$ cat src/rtl/pipe_pkg.sv
// Shared types and constants for the pipeline hazard controller.
package pipe_pkg;

  localparam logic [1:0] FWD_RF  = 2'b00;
  localparam logic [1:0] FWD_WB  = 2'b01;
  localparam logic [1:0] FWD_MEM = 2'b10;

  localparam int unsigned DEF_MEM_TIMEOUT = 64;

  typedef enum logic [1:0] {
    RUN      = 2'b00,
    MEM_WAIT = 2'b01,
    ERR      = 2'b10
  } hz_state_t;

endpackage

$ cat src/rtl/fwd_select.sv
// Operand forwarding select for one execute-stage source register; M beats W.
module fwd_select
  import pipe_pkg::*;
(
  input  logic [4:0] i_rs,
  input  logic [4:0] i_rd_m,
  input  logic       i_reg_write_m,
  input  logic [4:0] i_rd_w,
  input  logic       i_reg_write_w,
  output logic [1:0] o_sel
);

  always_comb begin
    o_sel = FWD_RF;
    if (i_reg_write_m && (i_rd_m != 5'd0) && (i_rd_m == i_rs)) begin
      o_sel = FWD_MEM;
    end else if (i_reg_write_w && (i_rd_w != 5'd0) && (i_rd_w == i_rs)) begin
      o_sel = FWD_WB;
    end
  end

endmodule

$ cat src/rtl/pipe_hazard_ctrl.sv
// Hazard/stall controller: forwarding, load-use interlock, branch flush, memory freeze watchdog.
// Optional perf counters (stall_cycles, flush_count) are enabled by defining HAZ_PERF_CNT_EN.
module pipe_hazard_ctrl
  import pipe_pkg::*;
#(
  parameter int unsigned MEM_TIMEOUT = DEF_MEM_TIMEOUT
) (
  input  logic        clk,
  input  logic        rst,
  input  logic [4:0]  RS1_D,
  input  logic [4:0]  RS2_D,
  input  logic [4:0]  RS1_E,
  input  logic [4:0]  RS2_E,
  input  logic [4:0]  RD_E,
  input  logic        RegWriteE,
  input  logic        ResultSrcE,
  input  logic [4:0]  RD_M,
  input  logic        RegWriteM,
  input  logic [4:0]  RD_W,
  input  logic        RegWriteW,
  input  logic        PCSrcE,
  input  logic        mem_req_M,
  input  logic        mem_ack,
  output logic [1:0]  ForwardAE,
  output logic [1:0]  ForwardBE,
  output logic        StallF,
  output logic        StallD,
  output logic        StallE,
  output logic        StallM,
  output logic        FlushD,
  output logic        FlushE,
`ifdef HAZ_PERF_CNT_EN
  output logic [31:0] stall_cycles,
  output logic [31:0] flush_count,
`endif
  output logic        mem_err
);

  localparam logic [15:0] TimeoutLast = 16'(MEM_TIMEOUT - 1);

  hz_state_t   r_state;
  logic [15:0] r_wait_cnt;
  logic        r_mem_err;

  logic [1:0] w_fwd_a;
  logic [1:0] w_fwd_b;
  logic       w_lw_stall;
  logic       w_mem_busy;
  logic       w_branch_flush;

  fwd_select u_fwd_a (
    .i_rs          (RS1_E),
    .i_rd_m        (RD_M),
    .i_reg_write_m (RegWriteM),
    .i_rd_w        (RD_W),
    .i_reg_write_w (RegWriteW),
    .o_sel         (w_fwd_a)
  );

  fwd_select u_fwd_b (
    .i_rs          (RS2_E),
    .i_rd_m        (RD_M),
    .i_reg_write_m (RegWriteM),
    .i_rd_w        (RD_W),
    .i_reg_write_w (RegWriteW),
    .o_sel         (w_fwd_b)
  );

  assign w_lw_stall = ResultSrcE & RegWriteE & (RD_E != 5'd0) &
                      ((RD_E == RS1_D) | (RD_E == RS2_D));
  assign w_mem_busy = mem_req_M & ~mem_ack & (r_state != ERR);
  assign w_branch_flush = PCSrcE & ~w_mem_busy;

  // Outputs are forced low while reset is held, independent of the inputs.
  always_comb begin
    StallF    = 1'b0;
    StallD    = 1'b0;
    StallE    = 1'b0;
    StallM    = 1'b0;
    FlushD    = 1'b0;
    FlushE    = 1'b0;
    ForwardAE = FWD_RF;
    ForwardBE = FWD_RF;
    if (rst) begin
      ForwardAE = w_fwd_a;
      ForwardBE = w_fwd_b;
      if (w_mem_busy) begin
        StallF = 1'b1;
        StallD = 1'b1;
        StallE = 1'b1;
        StallM = 1'b1;
      end else if (PCSrcE) begin
        FlushD = 1'b1;
        FlushE = 1'b1;
      end else if (w_lw_stall) begin
        StallF = 1'b1;
        StallD = 1'b1;
        FlushE = 1'b1;
      end
    end
  end

  // An ack arriving on the timeout cycle wins; a dropped request also ends the wait.
  always_ff @(posedge clk or negedge rst) begin
    if (!rst) begin
      r_state    <= RUN;
      r_wait_cnt <= 16'd0;
      r_mem_err  <= 1'b0;
    end else begin
      case (r_state)
        RUN: begin
          if (w_mem_busy) begin
            r_state    <= MEM_WAIT;
            r_wait_cnt <= 16'd1;
          end
        end
        MEM_WAIT: begin
          if (mem_ack || !mem_req_M) begin
            r_state    <= RUN;
            r_wait_cnt <= 16'd0;
          end else if (r_wait_cnt >= TimeoutLast) begin
            r_state   <= ERR;
            r_mem_err <= 1'b1;
          end else begin
            r_wait_cnt <= r_wait_cnt + 16'd1;
          end
        end
        ERR: begin
          r_mem_err <= 1'b1;
        end
        default: begin
          r_state <= RUN;
        end
      endcase
    end
  end

  assign mem_err = r_mem_err;

`ifdef HAZ_PERF_CNT_EN
  logic [31:0] r_stall_cycles;
  logic [31:0] r_flush_count;

  always_ff @(posedge clk or negedge rst) begin
    if (!rst) begin
      r_stall_cycles <= 32'd0;
      r_flush_count  <= 32'd0;
    end else begin
      if (StallF) begin
        r_stall_cycles <= r_stall_cycles + 32'd1;
      end
      if (w_branch_flush) begin
        r_flush_count <= r_flush_count + 32'd1;
      end
    end
  end

  assign stall_cycles = r_stall_cycles;
  assign flush_count  = r_flush_count;
`endif

endmodule

$ cat config.mk
export PLATFORM = sky130hd
export DESIGN_NAME = pipe_hazard_ctrl
export DESIGN_NICKNAME = d
export VERILOG_FILES = /design/src/rtl/pipe_pkg.sv /design/src/rtl/fwd_select.sv /design/src/rtl/pipe_hazard_ctrl.sv
export SDC_FILE = /design/constraint.sdc
export NUM_CORES = 1
export LEC_CHECK = 0
export BUFFER_PORTS_ARGS = -buffer_cell sky130_fd_sc_hd__buf_2
export CORE_UTILIZATION = 48
export CTS_CLUSTER_DIAMETER = 40
export CTS_CLUSTER_SIZE = 16
export DETAILED_ROUTE_END_ITERATION = 16
export PLACE_DENSITY = 0.9
export SLEW_MARGIN = 20
export SYNTH_ARGS = -nofsm -noshare
export SYNTH_HDL_FRONTEND = slang
export SYNTH_SLANG_ARGS = --single-unit
export TNS_END_PERCENT = 50
$ cat constraint.sdc
create_clock -name clk -period 2.45 [get_ports clk]
set_input_delay 0.3675 -clock clk [delete_from_list [all_inputs] [get_ports clk]]
set_output_delay 0.3675 -clock clk [all_outputs]
set_load 0.1 [all_outputs]
==> results of run 1 <==
worst max-delay path: stages, from the launching register on:
cell	delay, ns
dfrtp_1	0.44
inv_1	0.10
ha_1	0.31
o21ai_0	0.21
a21oi_2	0.14
buf_2	0.43
registers in the layout (all words and copies together), names as in the netlist:
signal      flops
mem_err         1
r_wait_cnt     16
r_state         2
logic make-up after synthesis:
group | synth area share (%)
AO/OA/AOI/OAI | 11.4
XOR/XNOR | 18.8
adder cells (fa/ha/maj) | 3.58
buffers and inverters | 2.15
flip-flops | 34.0
multiplexers | 1.43
AND/OR/NAND/NOR | 28.6
power by group through the flow:
stage	registers (mW)	clock network (mW)	logic (mW)
2_1_floorplan	0.369	0	0.293
3_3_place_gp	0.377	0	0.401
3_5_place_dp	0.379	0	0.411
4_1_cts	0.373	0.171	0.412
5_1_grt	0.379	0.184	0.456
6_report	0.375	0.164	0.413
metal layers:
metal | global-route usage (%) | up-vias | part of all wire (%)
li1 | - | 623 | -
met1 | 26.4 | 608 | 39
met2 | 38.6 | 46 | 53
met3 | 5.81 | 6 | 6.2
met4 | 6.62 | 0 | 1.9
met5 | 0 | - | 0
worst paths after layout:
check | from | end | slack [ns] | cells after the start
worst max-delay path | r_state[0]$_DFFE_PN0P_ | FlushE | 0.15 | 5
worst min-delay path | rst | r_state[1]$_DFFE_PN0P_ | 0.01 | 2
worst max register to register | r_state[0]$_DFFE_PN0P_ | r_wait_cnt[3]$_DFFE_PN0P_ | 0.35 | 7
worst min register to register | mem_err$_DFFE_PN0P_ | mem_err$_DFFE_PN0P_ | 0.49 | 1
min in group clk | mem_ack | r_state[0]$_DFFE_PN0P_ | 0.43 | 4
max in group asynchronous | rst | r_wait_cnt[11]$_DFFE_PN0P_ | 2.25 | 2
cell type report:
cell class,count,area (sq um)
Multi-Input combinational cell,118,957
Inverter,3,11.3
Clock buffer,3,22.5
Clock inverter,1,7.51
Tap cell,31,38.8
Timing Repair Buffer,57,353
Fill cell,222,892
Sequential cell,19,475
through the flow:
| step | worst slack, ns | instances | instance area [sq um] |
|---|---|---|---|
| floorplan | -0.363 | 143 | 1460 |
| global placement | 0.322 | 228 | 1840 |
| detailed placement | 0.245 | 228 | 1840 |
| CTS | 0.144 | 232 | 1870 |
| global route | 0.00378 | 232 | 1870 |
| finish | 0.154 | 232 | 1870 |
layout by cell type (no fill, tap or decap), types with 2 or more instances in the layout:
master | netlist | final
a21oi_1 | 4 | 3
and2_1 | 11 | 11
and3_2 | 2 | 2
buf_12 | 0 | 4
buf_2 | 0 | 50
buf_4 | 2 | 3
clkbuf_4 | 0 | 3
dfrtp_1 | 19 | 19
ha_1 | 4 | 4
inv_1 | 3 | 3
mux2i_1 | 2 | 2
nand2_1 | 6 | 6
nand2b_1 | 2 | 2
nand3_1 | 5 | 5
nand3b_1 | 3 | 3
nand4_1 | 3 | 3
nor2_1 | 4 | 4
nor2b_1 | 2 | 2
nor4_1 | 4 | 2
nor4_4 | 1 | 3
o211ai_1 | 2 | 2
o21ai_0 | 5 | 5
or2b_1 | 2 | 2
or4_1 | 5 | 3
or4_4 | 0 | 2
xnor2_1 | 16 | 16
xor2_1 | 14 | 14
==> results.yml, run 1 <==
sta:
  fin_skew_ns: 0.00228
  timing.final.crit_share_pct: 93.7
  tns_ns: 0
  tightest_slew_ns: 0.579
  max_freq_mhz: 436
  holdWs_ns: 0.0103
  hold_viol: 0
  setup-violations-final: 0
  slew_headroom_pct: 61.0
  slew_viol_final: 0
  rsz0062_at_grt: "no"
  post-route-min-period_ns: 2.30
logic_synthesis:
  ys.flop_type: "dfrtp_1"
  synth.area.top_cells: "dfrtp_1 34%, xnor2_1 10%, xor2_1 8.8%"
  synth_top_area_share_pct: 34.0
  synth_area_sq_um: 1400
  yosysMostFrequentCell: "dfrtp_1"
  synth_cell_types: 45
  synthCells: 143
  ys_ff_latch: 19
  synth.largest_area_cell: "dfrtp_1"
  synth_edf_count: 0
  yosysSeqAreaShare_pct: 34.0
  synthTopCellsByCount: "19 x dfrtp_1, 16 x xnor2_1, 14 x xor2_1"
  synth_nets: 191
  async_flop_share_pct: 100
  yosys_warnings: 0
  syn_area_per_cell_sq_um: 9.78
clock_network:
  cts_buffer_depth: 2
  clock-sinks: 19
  cts_buffers: 3
  htree_num_levels: 1
  cts_resized: 0
  cts_root_buffer: "clkbuf_4"
  post-cts-setup-buffers: 0
  clkLatencyLatePin_ns: 0.30
  clkTransAtPathRegs_ns: 0.11
  cts_hold_buf: 0
  cts_tree: "done"
place:
  portBuffers: 54
  gp_congestion: 0.906
  dp_hpwl_microns: 2690
power_and_ir_drop:
  leakagePower_nw: 0.883
  p_int_uw: 578
  powerDensity_nw_per_um2: 510
  pwr-share-clk_pct: 17.3
  p_sw_uw: 374
  finalPower_uw: 952
  vdd_drop_max_uv: 448
  seqPwrFrac_pct: 39.3
  switching_share_pct: 39.3
  comb_power_share_pct: 43.4
floorplanning:
  start_util_pct: 50.7
  io_pins: 55
  die_h_microns: 56.0
  die_area_sq_um: 3130
  core.rowCount: 19
  die_w_microns: 56.0
  core_area_sq_um: 2760
route:
  post_drt_wl_per_cell_microns: 14.0
  ant_nets: 0
  firstDrtPassIters: 4
  vias: 1283
  drt_wl_total_microns: 3240
  drc: 0
  drt-initial-drc-count: 37
  drt-vias-per-instance: 5.53
final_layout:
  synthToLayoutAreaGrowth_pct: 33.4
  post-route-util_pct: 67.6
  drive_gt1_share_pct: 39.3
  diodes: 0
  nets: 250
worst_setup_path:
  crit_path_start_kind: "register"
  path_class: "register to primary output"
  worstPathRequired_ns: 2.08
  worstPathMaxFanout: 6
  cp_data_arrival_time_ns: 1.93
  endpoint_kind: "primary output"
min_path:
  hold_path.class: "input pin to asynchronous set/reset pin"
grt:
  grt_pass1_vias: 1246
  grt_pass1_wl_microns: 5470
  grt.overflow.total: 0
  gr-usage-all-layers_pct: 22.0
  grt_max_degree: 15
  antenna_found_initial: 0
status:
  outcome: "finished, final reports clean"
run:
  cap_violations: 0
Note: power is estimated with default switching activity, not from simulation.
==> run 2: changes to the inputs <==
--- a/config.mk
+++ b/config.mk
@@ -10,6 +10,7 @@
 export CTS_CLUSTER_DIAMETER = 40
 export CTS_CLUSTER_SIZE = 16
 export DETAILED_ROUTE_END_ITERATION = 16
+export MAX_ROUTING_LAYER = met4
 export PLACE_DENSITY = 0.9
 export SLEW_MARGIN = 20
 export SYNTH_ARGS = -nofsm -noshare
==> results.yml, run 2 (synthesized netlist as in run 1, its figures left out) <==
final_layout:
  layout_commonest_cell: "buf_2"
  regMostFlops: "r_wait_cnt"
  final_cell_mix: "50 x buf_2, 19 x dfrtp_1, 16 x xnor2_1"
  largest_register_ffs: 16
  finish.instance_area_sq_um: 1870
  synthToLayoutAreaGrowth_pct: 33.4
  drive_gt1_share_pct: 39.3
  nets: 250
  finalNonFillerCells: 232
  diodes: 0
worst_setup_path:
  crit_family: "buffers and inverters"
  rrSetupSlack_ns: 0.35
  r2r-end: "r_wait_cnt[3]$_DFFE_PN0P_"
  worstPathMaxFanout: 6
  slowest_delay_ns: 0.44
  critPathLaunch: "r_state[0]$_DFFE_PN0P_"
  r2r_cells: 7
  cp-endpoint: "FlushE"
  crit_path_start_kind: "register"
  cp_data_arrival_time_ns: 1.93
  cp_slowest_cell: "dfrtp_1"
  worstPathRequired_ns: 2.08
  path_class: "register to primary output"
  path_depth: 5
  reg2reg_from: "r_state[0]$_DFFE_PN0P_"
  crit_path_cell_trace: "inv_1 > ha_1 > o21ai_0 > a21oi_2 > buf_2"
  critical_path_buf_inv_count: 2
  endpoint_kind: "primary output"
place:
  place_ws_ns: 0.245
  dp_cells: 228
  gp_congestion: 0.922
  portBuffers: 54
  dp_hpwl_microns: 2690
  placed_cell_area_sq_um: 1840
route:
  vias: 1276
  firstDrtPassIters: 4
  post_drt_wl_per_cell_microns: 14.0
  drt_wl_total_microns: 3240
  drt-initial-drc-count: 34
  ant_nets: 0
  drt-vias-per-instance: 5.50
  drc: 0
sta:
  fin_skew_ns: 0.00111
  setup-violations-final: 0
  tightest_slew_ns: 0.578
  rsz0062_at_grt: "no"
  post-route-min-period_ns: 2.29
  slew_viol_final: 0
  max_freq_mhz: 436
  fin_ws_ns: 0.156
  hold_viol: 0
  timing.final.crit_share_pct: 93.6
  slew_headroom_pct: 61.1
  holdWs_ns: 0.0120
clock_network:
  cts_buffers: 3
  cts_resized: 0
  clkLatencyLatePin_ns: 0.30
  clkTransAtPathRegs_ns: 0.11
  cts_tree: "done"
  post-cts-setup-buffers: 0
  htree_num_levels: 1
  clock-sinks: 19
  cts_hold_buf: 0
  cts_buffer_depth: 2
  cts_root_buffer: "clkbuf_4"
floorplanning:
  io_pins: 55
  die_h_microns: 56.0
  core.rowCount: 19
  start_util_pct: 50.7
  core_area_sq_um: 2760
  die_area_sq_um: 3130
  die_w_microns: 56.0
grt:
  grt_max_degree: 15
  grt_pass1_vias: 1242
  grt_pass1_wl_microns: 5490
  grt.overflow.total: 0
  gr-usage-all-layers_pct: 22.7
  antenna_found_initial: 0
run:
  cap_violations: 0
status:
  outcome: "finished, final reports clean"
power_and_ir_drop:
  finalPower_uw: 952
  vdd_drop_max_uv: 450
  leakagePower_nw: 0.883
  powerDensity_nw_per_um2: 510
min_path:
  hold_path.class: "input pin to asynchronous set/reset pin"
[run 2: cell counts in the layout (fill, tap and decap cells not counted)]
No cell type changed its count.
[run 2: worst register-to-register path, delay by kind of cell, from the launching register on]
family / cells / cell delay, ns
fa+ha+maj: 1 / 0.31
simple gates: 2 / 0.45
flops: 1 / 0.44
compound gates: 2 / 0.53
buf+inv: 1 / 0.10
mux: 1 / 0.20
[run 2: layout make-up]
cell class,instances,area (sq um)
Clock inverter,1,7.51
Multi-Input combinational cell,118,957
Fill cell,222,892
Clock buffer,3,22.5
Inverter,3,11.3
Timing Repair Buffer,57,353
Sequential cell,19,475
Tap cell,31,38.8
[run 2: worst min path at each step]
stage               start                     end  slack (ns)  cells past startpoint
finish                rst  r_state[1]$_DFFE_PN0P_        0.01                      2
global placement      rst  r_state[1]$_DFFE_PN0P_        0.35                      2
detailed placement    rst  r_state[1]$_DFFE_PN0P_        0.34                      2
global route          rst  r_state[1]$_DFFE_PN0P_       0.002                      2
CTS                   rst  r_state[1]$_DFFE_PN0P_       0.007                      2
floorplan             rst     mem_err$_DFFE_PN0P_        0.07                      0
[run 2: power by group]
group          internal [mW]  total, mW  switching (mW)
logic                  0.175      0.413           0.238
clock network         0.0623      0.164           0.102
registers              0.340      0.375          0.0341
[run 2: metal layers]
layer | vias to the layer above | global-route usage [%] | wire (microns)
met4 | 0 | 6.62 | 61
li1 | 623 | - | -
met2 | 44 | 38.6 | 1710
met1 | 603 | 26.5 | 1280
met3 | 6 | 5.58 | 180
met5 | - | - | 0
[run 2: stage by stage]
stage,utilization [%],setup TNS [ns]
after floorplan,-,-0.577
after global placement,66.6,0
after detailed placement,66.6,0
after CTS,67.6,0
after global routing,67.6,0
final,67.6,0
==> run 3: changes to the inputs <==
--- a/config.mk
+++ b/config.mk
@@ -6,12 +6,12 @@
 export NUM_CORES = 1
 export LEC_CHECK = 0
 export BUFFER_PORTS_ARGS = -buffer_cell sky130_fd_sc_hd__buf_2
-export CORE_UTILIZATION = 48
+export CORE_UTILIZATION = 35
 export CTS_CLUSTER_DIAMETER = 40
 export CTS_CLUSTER_SIZE = 16
 export DETAILED_ROUTE_END_ITERATION = 16
 export MAX_ROUTING_LAYER = met4
-export PLACE_DENSITY = 0.9
+export PLACE_DENSITY = 0.72
 export SLEW_MARGIN = 20
 export SYNTH_ARGS = -nofsm -noshare
 export SYNTH_HDL_FRONTEND = slang
==> results.yml, run 3 (synthesized netlist as in run 1, its figures left out) <==
sta:
  timing.final.crit_share_pct: 90.4
  max_freq_mhz: 451
  hold_viol: 0
  post-route-min-period_ns: 2.22
  slew_viol_final: 0
  tightest_slew_ns: 0.576
  fin_ws_ns: 0.235
  slew_headroom_pct: 61.3
  setup-violations-final: 0
  rsz0062_at_grt: "no"
  holdWs_ns: 0.0432
  fin_skew_ns: 0.00418
min_path:
  hold_path.class: "input pin to asynchronous set/reset pin"
clock_network:
  cts_hold_buf: 0
  htree_num_levels: 1
  clkTransAtPathRegs_ns: 0.07
  cts_tree: "done"
  post-cts-setup-buffers: 0
  cts_root_buffer: "clkbuf_8"
  cts_buffers: 3
  clkLatencyLatePin_ns: 0.25
  cts_resized: 0
  cts_buffer_depth: 2
  clock-sinks: 19
worst_setup_path:
  r2r_cells: 7
  rrSetupSlack_ns: 0.36
  cp_data_arrival_time_ns: 1.85
  reg2reg_from: "r_state[0]$_DFFE_PN0P_"
  crit_path_start_kind: "register"
  endpoint_kind: "primary output"
  slowest_delay_ns: 0.44
  cp-endpoint: "StallF"
  critPathLaunch: "r_state[0]$_DFFE_PN0P_"
  cp_slowest_cell: "buf_2"
  worstPathRequired_ns: 2.08
  r2r-end: "r_wait_cnt[3]$_DFFE_PN0P_"
  worstPathMaxFanout: 6
  crit_path_cell_trace: "inv_1 > ha_1 > nor3b_4 > o21bai_4 > buf_2"
  path_class: "register to primary output"
grt:
  grt_pass1_wl_microns: 5060
  grt_pass1_vias: 1162
  grt_max_degree: 19
  gr-usage-all-layers_pct: 15.8
  antenna_found_initial: 0
  grt.overflow.total: 0
place:
  placed_cell_area_sq_um: 1860
  dp_hpwl_microns: 2600
  portBuffers: 54
  place_ws_ns: 0.270
  gp_congestion: 0.937
run:
  cap_violations: 0
final_layout:
  finish.instance_area_sq_um: 1900
  synthToLayoutAreaGrowth_pct: 36.0
  nets: 250
  post-route-util_pct: 50.8
  layout_commonest_cell: "buf_2"
  regMostFlops: "r_wait_cnt"
  drive_gt1_share_pct: 38.8
  diodes: 0
  final_cell_mix: "50 x buf_2, 19 x dfrtp_1, 16 x xnor2_1"
  n_fill_cell: 360
  largest_register_ffs: 16
floorplanning:
  core.rowCount: 22
  die_h_microns: 65.2
  start_util_pct: 37.4
  die_area_sq_um: 4250
  core_area_sq_um: 3740
  io_pins: 55
  die_w_microns: 65.2
power_and_ir_drop:
  vdd_drop_max_uv: 359
  finalPower_uw: 993
  leakagePower_nw: 0.892
  powerDensity_nw_per_um2: 522
route:
  drt-initial-drc-count: 34
  ant_nets: 0
  vias: 1215
  post_drt_wl_per_cell_microns: 12.6
  drt-vias-per-instance: 4.88
  drc: 0
  drt_wl_total_microns: 3130
  firstDrtPassIters: 4
status:
  outcome: "finished, final reports clean"
run 3: routing by layer:
metal / track usage [%] / part of all wire (%)
met2: 26.3 / 48
met1: 19.0 / 45
met4: 3.80 / 0.86
met5: - / 0
met3: 4.34 / 6.2
run 3: worst max-delay path: cells and delay by family, from the launching register on:
| family | cells | cell delay (ns) |
|---|---|---|
| fa+ha+maj | 1 | 0.29 |
| compound gates | 1 | 0.15 |
| buf+inv | 2 | 0.52 |
| flops | 1 | 0.40 |
| simple gates | 1 | 0.23 |
run 3: per-stage QoR:
step | std cells | setup TNS (ns)
after floorplan | 143 | -0.577
after global placement | 245 | 0
after detailed placement | 245 | 0
after CTS | 249 | 0
after global routing | 249 | 0
final | 249 | 0
run 3: final cells by class:
class | count | area (sq um) | share of cell area [%]
inverters | 3 | 11.3 | 0.592
multi-input cells | 118 | 957 | 50.3
well taps | 48 | 60.1 | 3.16
repair buffers | 57 | 353 | 18.6
flip-flops and latches | 19 | 475 | 25.0
clock buffers | 4 | 45.0 | 2.37
run 3: power breakdown:
| part | switching (mW) | internal [mW] |
|---|---|---|
| Clock | 0.0954 | 0.115 |
| Sequential | 0.0323 | 0.341 |
| Combinational | 0.235 | 0.174 |
run 3: worst min path at each step:
| stage | from | to | slack (ns) | cells past startpoint |
|---|---|---|---|---|
| 6_report | rst | r_wait_cnt[0]$_DFFE_PN0P_ | 0.04 | 2 |
| 5_1_grt | rst | r_wait_cnt[2]$_DFFE_PN0P_ | 0.04 | 2 |
| 4_1_cts | rst | r_wait_cnt[1]$_DFFE_PN0P_ | 0.04 | 2 |
| 3_5_place_dp | rst | r_wait_cnt[1]$_DFFE_PN0P_ | 0.32 | 2 |
| 3_3_place_gp | rst | r_wait_cnt[1]$_DFFE_PN0P_ | 0.32 | 2 |
| 2_1_floorplan | rst | mem_err$_DFFE_PN0P_ | 0.07 | 0 |
